<file path="config.mk">
export PLATFORM = sky130hd
export DESIGN_NAME = morse_playback_ctrl
export DESIGN_NICKNAME = d
export VERILOG_FILES = /design/src/rtl/morse_playback_ctrl.sv
export SDC_FILE = /design/constraint.sdc
export NUM_CORES = 1
export LEC_CHECK = 0
export CAP_MARGIN = 20
export CORE_ASPECT_RATIO = 1.4
export CORE_UTILIZATION = 40
export DETAILED_ROUTE_END_ITERATION = 12
export DONT_BUFFER_PORTS = 1
export GPL_TIMING_DRIVEN = 0
export PLACE_DENSITY = 0.51
export SLEW_MARGIN = 25
export SYNTH_ARGS = -nofsm -noshare
export SYNTH_HDL_FRONTEND = slang
export SYNTH_SLANG_ARGS = --single-unit
</file>
<file path="constraint.sdc">
create_clock -name clk -period 18.3 [get_ports clk]
set_input_delay 4.575 -clock clk [delete_from_list [all_inputs] [get_ports clk]]
set_output_delay 4.575 -clock clk [all_outputs]
set_load 0.03 [all_outputs]
</file>
<file path="src/rtl/morse_playback_ctrl.sv">
// Morse playback sequencer: snapshots up to eight 5-element digit codes and
// plays them as a timed tone (dot 1u, dash 3u, element gap 1u, digit gap 3u).
module morse_playback_ctrl #(
  parameter int unsigned UNIT_CYCLES = 5_000_000,
  parameter int unsigned CNT_W       = 25
) (
  input  logic       clk,
  input  logic       rst,
  input  logic       start,
  input  logic       abort,
  input  logic [3:0] count,
  input  logic [4:0] r0,
  input  logic [4:0] r1,
  input  logic [4:0] r2,
  input  logic [4:0] r3,
  input  logic [4:0] r4,
  input  logic [4:0] r5,
  input  logic [4:0] r6,
  input  logic [4:0] r7,
  output logic       tone,
  output logic       busy,
  output logic       done,
  output logic [2:0] digit_idx,
  output logic [2:0] elem_idx
);

  typedef enum logic [2:0] {
    S_IDLE, S_ON, S_GAP_ELEM, S_GAP_DIGIT, S_FIN
  } state_t;

  localparam logic [CNT_W-1:0] DOT_LD  = CNT_W'(UNIT_CYCLES - 1);
  localparam logic [CNT_W-1:0] DASH_LD = CNT_W'(3 * UNIT_CYCLES - 1);

  // Counter load for one element; the same values double as gap lengths.
  function automatic logic [CNT_W-1:0] elem_load(input logic dash);
    return dash ? DASH_LD : DOT_LD;
  endfunction

  state_t           state_q, state_d;
  logic [CNT_W-1:0] cnt_q, cnt_d;
  logic [2:0]       digit_q, digit_d;
  logic [2:0]       elem_q, elem_d;
  logic [2:0]       last_q, last_d;
  logic [4:0]       codes_q [8];
  logic             load_codes;
  logic [4:0]       cur_code;
  logic [4:0]       nxt_code;

  always_ff @(posedge clk) begin
    if (rst) begin
      state_q <= S_IDLE;
      cnt_q   <= '0;
      digit_q <= '0;
      elem_q  <= '0;
      last_q  <= '0;
    end else begin
      state_q <= state_d;
      cnt_q   <= cnt_d;
      digit_q <= digit_d;
      elem_q  <= elem_d;
      last_q  <= last_d;
    end
  end

  // Digit codes are pure data: captured on acceptance, never reset.
  always_ff @(posedge clk) begin
    if (load_codes) begin
      codes_q[0] <= r0;
      codes_q[1] <= r1;
      codes_q[2] <= r2;
      codes_q[3] <= r3;
      codes_q[4] <= r4;
      codes_q[5] <= r5;
      codes_q[6] <= r6;
      codes_q[7] <= r7;
    end
  end

  assign cur_code = codes_q[digit_q];
  assign nxt_code = codes_q[digit_q + 3'd1];

  always_comb begin
    state_d    = state_q;
    cnt_d      = cnt_q;
    digit_d    = digit_q;
    elem_d     = elem_q;
    last_d     = last_q;
    load_codes = 1'b0;

    case (state_q)
      S_IDLE: begin
        if (start && (count != 4'd0)) begin
          load_codes = 1'b1;
          last_d     = (count > 4'd8) ? 3'd7 : 3'(count - 4'd1);
          digit_d    = 3'd0;
          elem_d     = 3'd0;
          cnt_d      = elem_load(r0[4]);
          state_d    = S_ON;
        end
      end
      S_ON: begin
        if (cnt_q == '0) begin
          if (elem_q < 3'd4) begin
            cnt_d   = DOT_LD;
            state_d = S_GAP_ELEM;
          end else if (digit_q < last_q) begin
            cnt_d   = DASH_LD;
            state_d = S_GAP_DIGIT;
          end else begin
            state_d = S_FIN;
          end
        end else begin
          cnt_d = cnt_q - 1'b1;
        end
      end
      S_GAP_ELEM: begin
        if (cnt_q == '0) begin
          elem_d  = elem_q + 3'd1;
          cnt_d   = elem_load(cur_code[3'd3 - elem_q]);
          state_d = S_ON;
        end else begin
          cnt_d = cnt_q - 1'b1;
        end
      end
      S_GAP_DIGIT: begin
        if (cnt_q == '0) begin
          digit_d = digit_q + 3'd1;
          elem_d  = 3'd0;
          cnt_d   = elem_load(nxt_code[4]);
          state_d = S_ON;
        end else begin
          cnt_d = cnt_q - 1'b1;
        end
      end
      S_FIN:   state_d = S_IDLE;
      default: state_d = S_IDLE;
    endcase

    // Abort overrides every transition, including the FIN hand-off.
    if (abort && (state_q != S_IDLE)) begin
      state_d = S_IDLE;
    end
  end

  assign tone      = (state_q == S_ON);
  assign busy      = (state_q == S_ON) || (state_q == S_GAP_ELEM) ||
                     (state_q == S_GAP_DIGIT);
  assign done      = (state_q == S_FIN);
  assign digit_idx = digit_q;
  assign elem_idx  = elem_q;

endmodule

</file>
* Word-level counts from Yosys, hierarchy flattened
Memory sizes are Yosys's and may differ from the RTL's. A register that Yosys moved wholly into a read port is not among the register bits.
Cells that the tools add are included.
** Storage, ports and cells
- Bits in registers :: 37
- Memory bits (writable) :: 40
- Bits of input ports :: 48
- Word-level logic and storage cells :: 74
- Memories kept :: 1
** Operators by class
- Add/sub/neg operators :: 5
- $lt $le $gt $ge :: 4
- Eq/ne operators :: 10
- Mux-type cells :: 31
- Reduce and logical (&&, ||, !) cells :: 18
** Memory list
- codes_q :: words 8, width 5, rd ports 2, clocked after memory_dff 1, wr ports 8, RTL line 44 : logic [4:0] codes_q [8];
** Operators with widths (number)
- two-way mux 25 bit :: 6
- case mux 25 bit (4 select lines) :: 1
- two-way mux 24 bit :: 3
- two-way mux 3 bit :: 12
- logical NOT 25 bit :: 1
- subtractor 25 x 1 -> 25 bit, second input constant :: 1
- case mux 3 bit (3 select lines) :: 2
- AND reduction 3 bit :: 3
- nonzero test 4 bit :: 2
- adder 3 x 1 -> 3 bit, second input constant :: 2
- == test 3 x 2 -> 1 bit, second input constant :: 2
- inequality test 2 bit, second input constant :: 3
- case mux 3 bit (2 select lines) :: 1
- nonzero test 3 bit :: 2
- two-way mux 1 bit :: 5
- > comparator 4 bit, second input constant :: 1
- < comparator 3 x 4 -> 1 bit, second input constant :: 1
- inequality test 2 x 1 -> 1 bit, second input constant :: 2
- inequality test 4 x 2 -> 1 bit, second input constant :: 1
- AND reduction 4 bit :: 1
- OR reduction 2 bit :: 2
- binary-select mux 1 bit (select 3 bit) :: 1
- == test 3 x 1 -> 1 bit, second input constant :: 1
- == test 3 bit, second input constant :: 1
- other kinds (9) :: 11

* Depth between registers and ports, before layout
- Depth in word-level cells :: 6
- Mapped depth :: 10
- Gate-level depth less buffers :: 8

* Least setup slack after synthesis
OpenSTA, ideal clock, no wires.
- Path kind :: input to register
- Start :: in count[0]
- End :: reg with a tool-made name
- Arrival time :: 10269 ps
- Path slack :: 7953 ps
- Stages :: 8
- Buffers on the path :: 0
- Path through :: inv_1 -> ha_1 -> or3b_2 -> nand2_1 -> nor4_1 -> o21bai_1 -> nand4_1 -> a21oi_1
** RTL lines
- from (decl) :: RTL line 11 : input logic [3:0] count,

==> metrics.md <==
| Metric | Value |
|---|---|
| #FFs+latches synth | 80 |
| CP max-delay cell | nor4_2 |
| Clock Skew | 5.59 ps |
| R2R Setup Slk | 15,440 ps |
| IO Count | 57 |
| Hold Buf Count CTS | 0 |
| Total chip power | roughly 0.45 mW |
| Hold Crit Start | cnt_q[5] |
| Register area share after synthesis | 0.518 |
| Cell Count Post-Placement | 468 |
| Vias in the first global route | between 2,000 and 3,000 |
| Port buffer count | 0 |
| DRT Wirelength | 8980 um |
| Worst r2r src | state_q[1] |
| Hold Slack | between 400 and 500 ps |
| Mapped Cells | 350 |
| Critical path type | input pin to flop |
| Layout cell share with drive strength beyond 1 | 0.147 |
| Synth Flop Type | edfxtp_1 |
| Clk_lat worst skew | ~340 ps |
| Worst VDD drop | 66.7 uV |
| P&R area growth vs syn | 13.0% |
| Crit path DAT | approximately 7000 ps |
| Max Cap Viol | 0 |
| HP Class | flop to flop |
| Vias post-DR | approximately 2,900 |
| P_leak | 1.48 nW |
| Worst Setup SP | count[0] |
| DRT iter0 DRCs | 146 |
| Die height | 118 um |
| Full die area | a little over 10,000 um2 |
| Final hold vios | 0 |
| WL/cell | ~19 um |
| EDFF count, synth | 40 |
| Fin crit period | around 7000 ps |
| # rows | 42 |
| Power Density | 103 nW/um2 |
| Post-synth net total | slightly above 400 |
| Slew HR | 0.445 |
| Inserted Clock Buffers | 9 |
| Syn_area_per_cell | 11.0 um2 |
| Most frequent cells after synthesis | 40 x dfxtp_1, 40 x edfxtp_1, 25 x nor2_1 |
| Final RePlAce weighted congestion | between 0.7 and 0.8 |
| Synth area leaders | edfxtp_1 31%, dfxtp_1 21%, mux4_2 4.1% |
| Via density | 5.89 |
| RSZ-0062 raised after global routing | false |
| Antenna viol nets, final | 0 |
| CTS tree | built |
| Fmax | approximately 0.14 GHz |
| Post CTS Setup Buffer Count | 0 |
| Effective utilization at floorplan | 0.411 |
| Total track usage | 0.190 |
| Synth Warn # | 0 |
| Core area | approximately 9400 um2 |
| Final critical-path share of the clock period | 0.380 |
| Status | finished clean |
| CP required | 18,340 ps |
| DPL Wire Length | around 6700 um |
| Asr flop ratio synth | 0 |
| TNS Setup | 0 ps |
| Diode count | 0 |
| Share of the synthesized area in the top cell type | 0.311 |
| CP cell instances | inv_1, ha_1, or3b_2, nand2_1, nor4_2, buf_4, buf_4, buf_2, buf_4, buf_2, buf_2 |
| Pin count of the biggest net entering global routing | 17 |
| Fill cell count | just under 900 |
| Detailed Routing Iterations Pass 1 | 4 |
| Root buf cell | clkbuf_16 |
| Placed Area | 4060 um2 |
| Die Width | about 85 um |
| H-tree Lvls | 3 |
| Yosys cell types | 59 |
| Post_cts resized | 0 |
| Fin area | roughly 4400 um2 |
| Longest Clk Path Bufs | 2 |
| # setup viols final | 0 |
| Crit. End Element | flop |
| Crit-path max cell delay | 530 ps |
| Mapped Area | ~3900 um2 |
| Critical path launch point type | input pin |
| Global-route wire length before repair | 14,400 um |
| Fin nets | between 400 and 500 |
| Slew @ Worst Pin | 829 ps |
| Antenna violations before repair | 0 |
| GR Overflow Total | 0 |
| Finished Layout Cells | 484 |
| Pins over their slew limit | 0 |
| # DRC | 0 |
| Leading area contributor after synthesis | edfxtp_1 |
| Critical Path Fanout Max | 8 |
| Clk slew on worst S/H paths | around 60 ps |
| Total clock sinks | 80 |
[flip-flops by register name, summed over array words and instances (netlist names), named ones only]
register and count:
last_q 3, codes_q 40, elem_idx 3, state_q 3, cnt_q 25, digit_idx 3
[cells in the final DEF, fill, tap and decap left out, drive strengths merged, types with 3 or more instances in the layout]
cell	instances
nor4	6
and2	4
clkbuf	21
ha	7
dfxtp	40
nand2	15
mux4	7
buf	13
nor3	13
nand3	7
mux2i	13
o31ai	7
o211ai	5
or2	8
o21ai	10
a311oi	12
a21oi	24
or4	9
a211oi	6
inv	15
a32oi	3
edfxtp	40
nand2b	7
or3	8
a31oi	5
nor2b	4
nand4	3
nor2	25
[final timing paths]
check,cells past startpoint,end
worst min-delay path,1,cnt_q[5]
worst max register to register,8,cnt_q[5]
worst min register to register,1,cnt_q[5]
worst max-delay path,11,codes_q[3][1]
[stage by stage]
stage          utilization  worst slack [ps]
2_1_floorplan            -              7950
3_3_place_gp         0.426              5850
3_5_place_dp         0.431             10950
4_1_cts              0.464             11320
5_1_grt              0.464             11120
6_report             0.464             11340
[final cells by class]
| class | count | area, um2 | share of cell area |
|---|---|---|---|
| multi-input cells | 242 | 1750 | 0.401 |
| clock inverters | 7 | 85.1 | 0.0195 |
| inverters | 11 | 41.3 | 0.00945 |
| well taps | 110 | 138 | 0.0315 |
| clock buffers | 9 | 225 | 0.0515 |
| repair buffers | 8 | 47.5 | 0.0109 |
| flip-flops and latches | 80 | 2000 | 0.458 |
| plain buffers | 17 | 76.3 | 0.0175 |
[logic make-up after synthesis]
family / Yosys count / share of synthesized area
buffers and inverters: 28 / 0.0304
muxes: 21 / 0.0773
AOI/OAI and AO/OA: 91 / 0.165
adders and majority gates: 7 / 0.0226
and+or+nand+nor: 119 / 0.178
DFF: 80 / 0.518
xor gates and xnor gates: 4 / 0.00906
[report_power, final]
part	total, mW	internal [mW]	switching [mW]
Sequential	0.210	0.202	0.00825
Combinational	0.0557	0.0210	0.0347
Clock	0.186	0.109	0.0776
Total	0.452	0.331	0.120
[per-layer routing]
metal,routed length (um),vias up,GRT usage
li1,-,1408,-
met1,3520,1347,0.204
met2,4680,77,0.334
met3,430,19,0.0384
met4,347,0,0.123
met5,0,-,0
[worst max-delay path: cells and delay by family]
family                   cells  cell delay, ps
AND/OR/NAND/NOR              3             930
adder cells (fa/ha/maj)      1             210
buffers and inverters        7            1270
(Power assumes the default switching activity.)
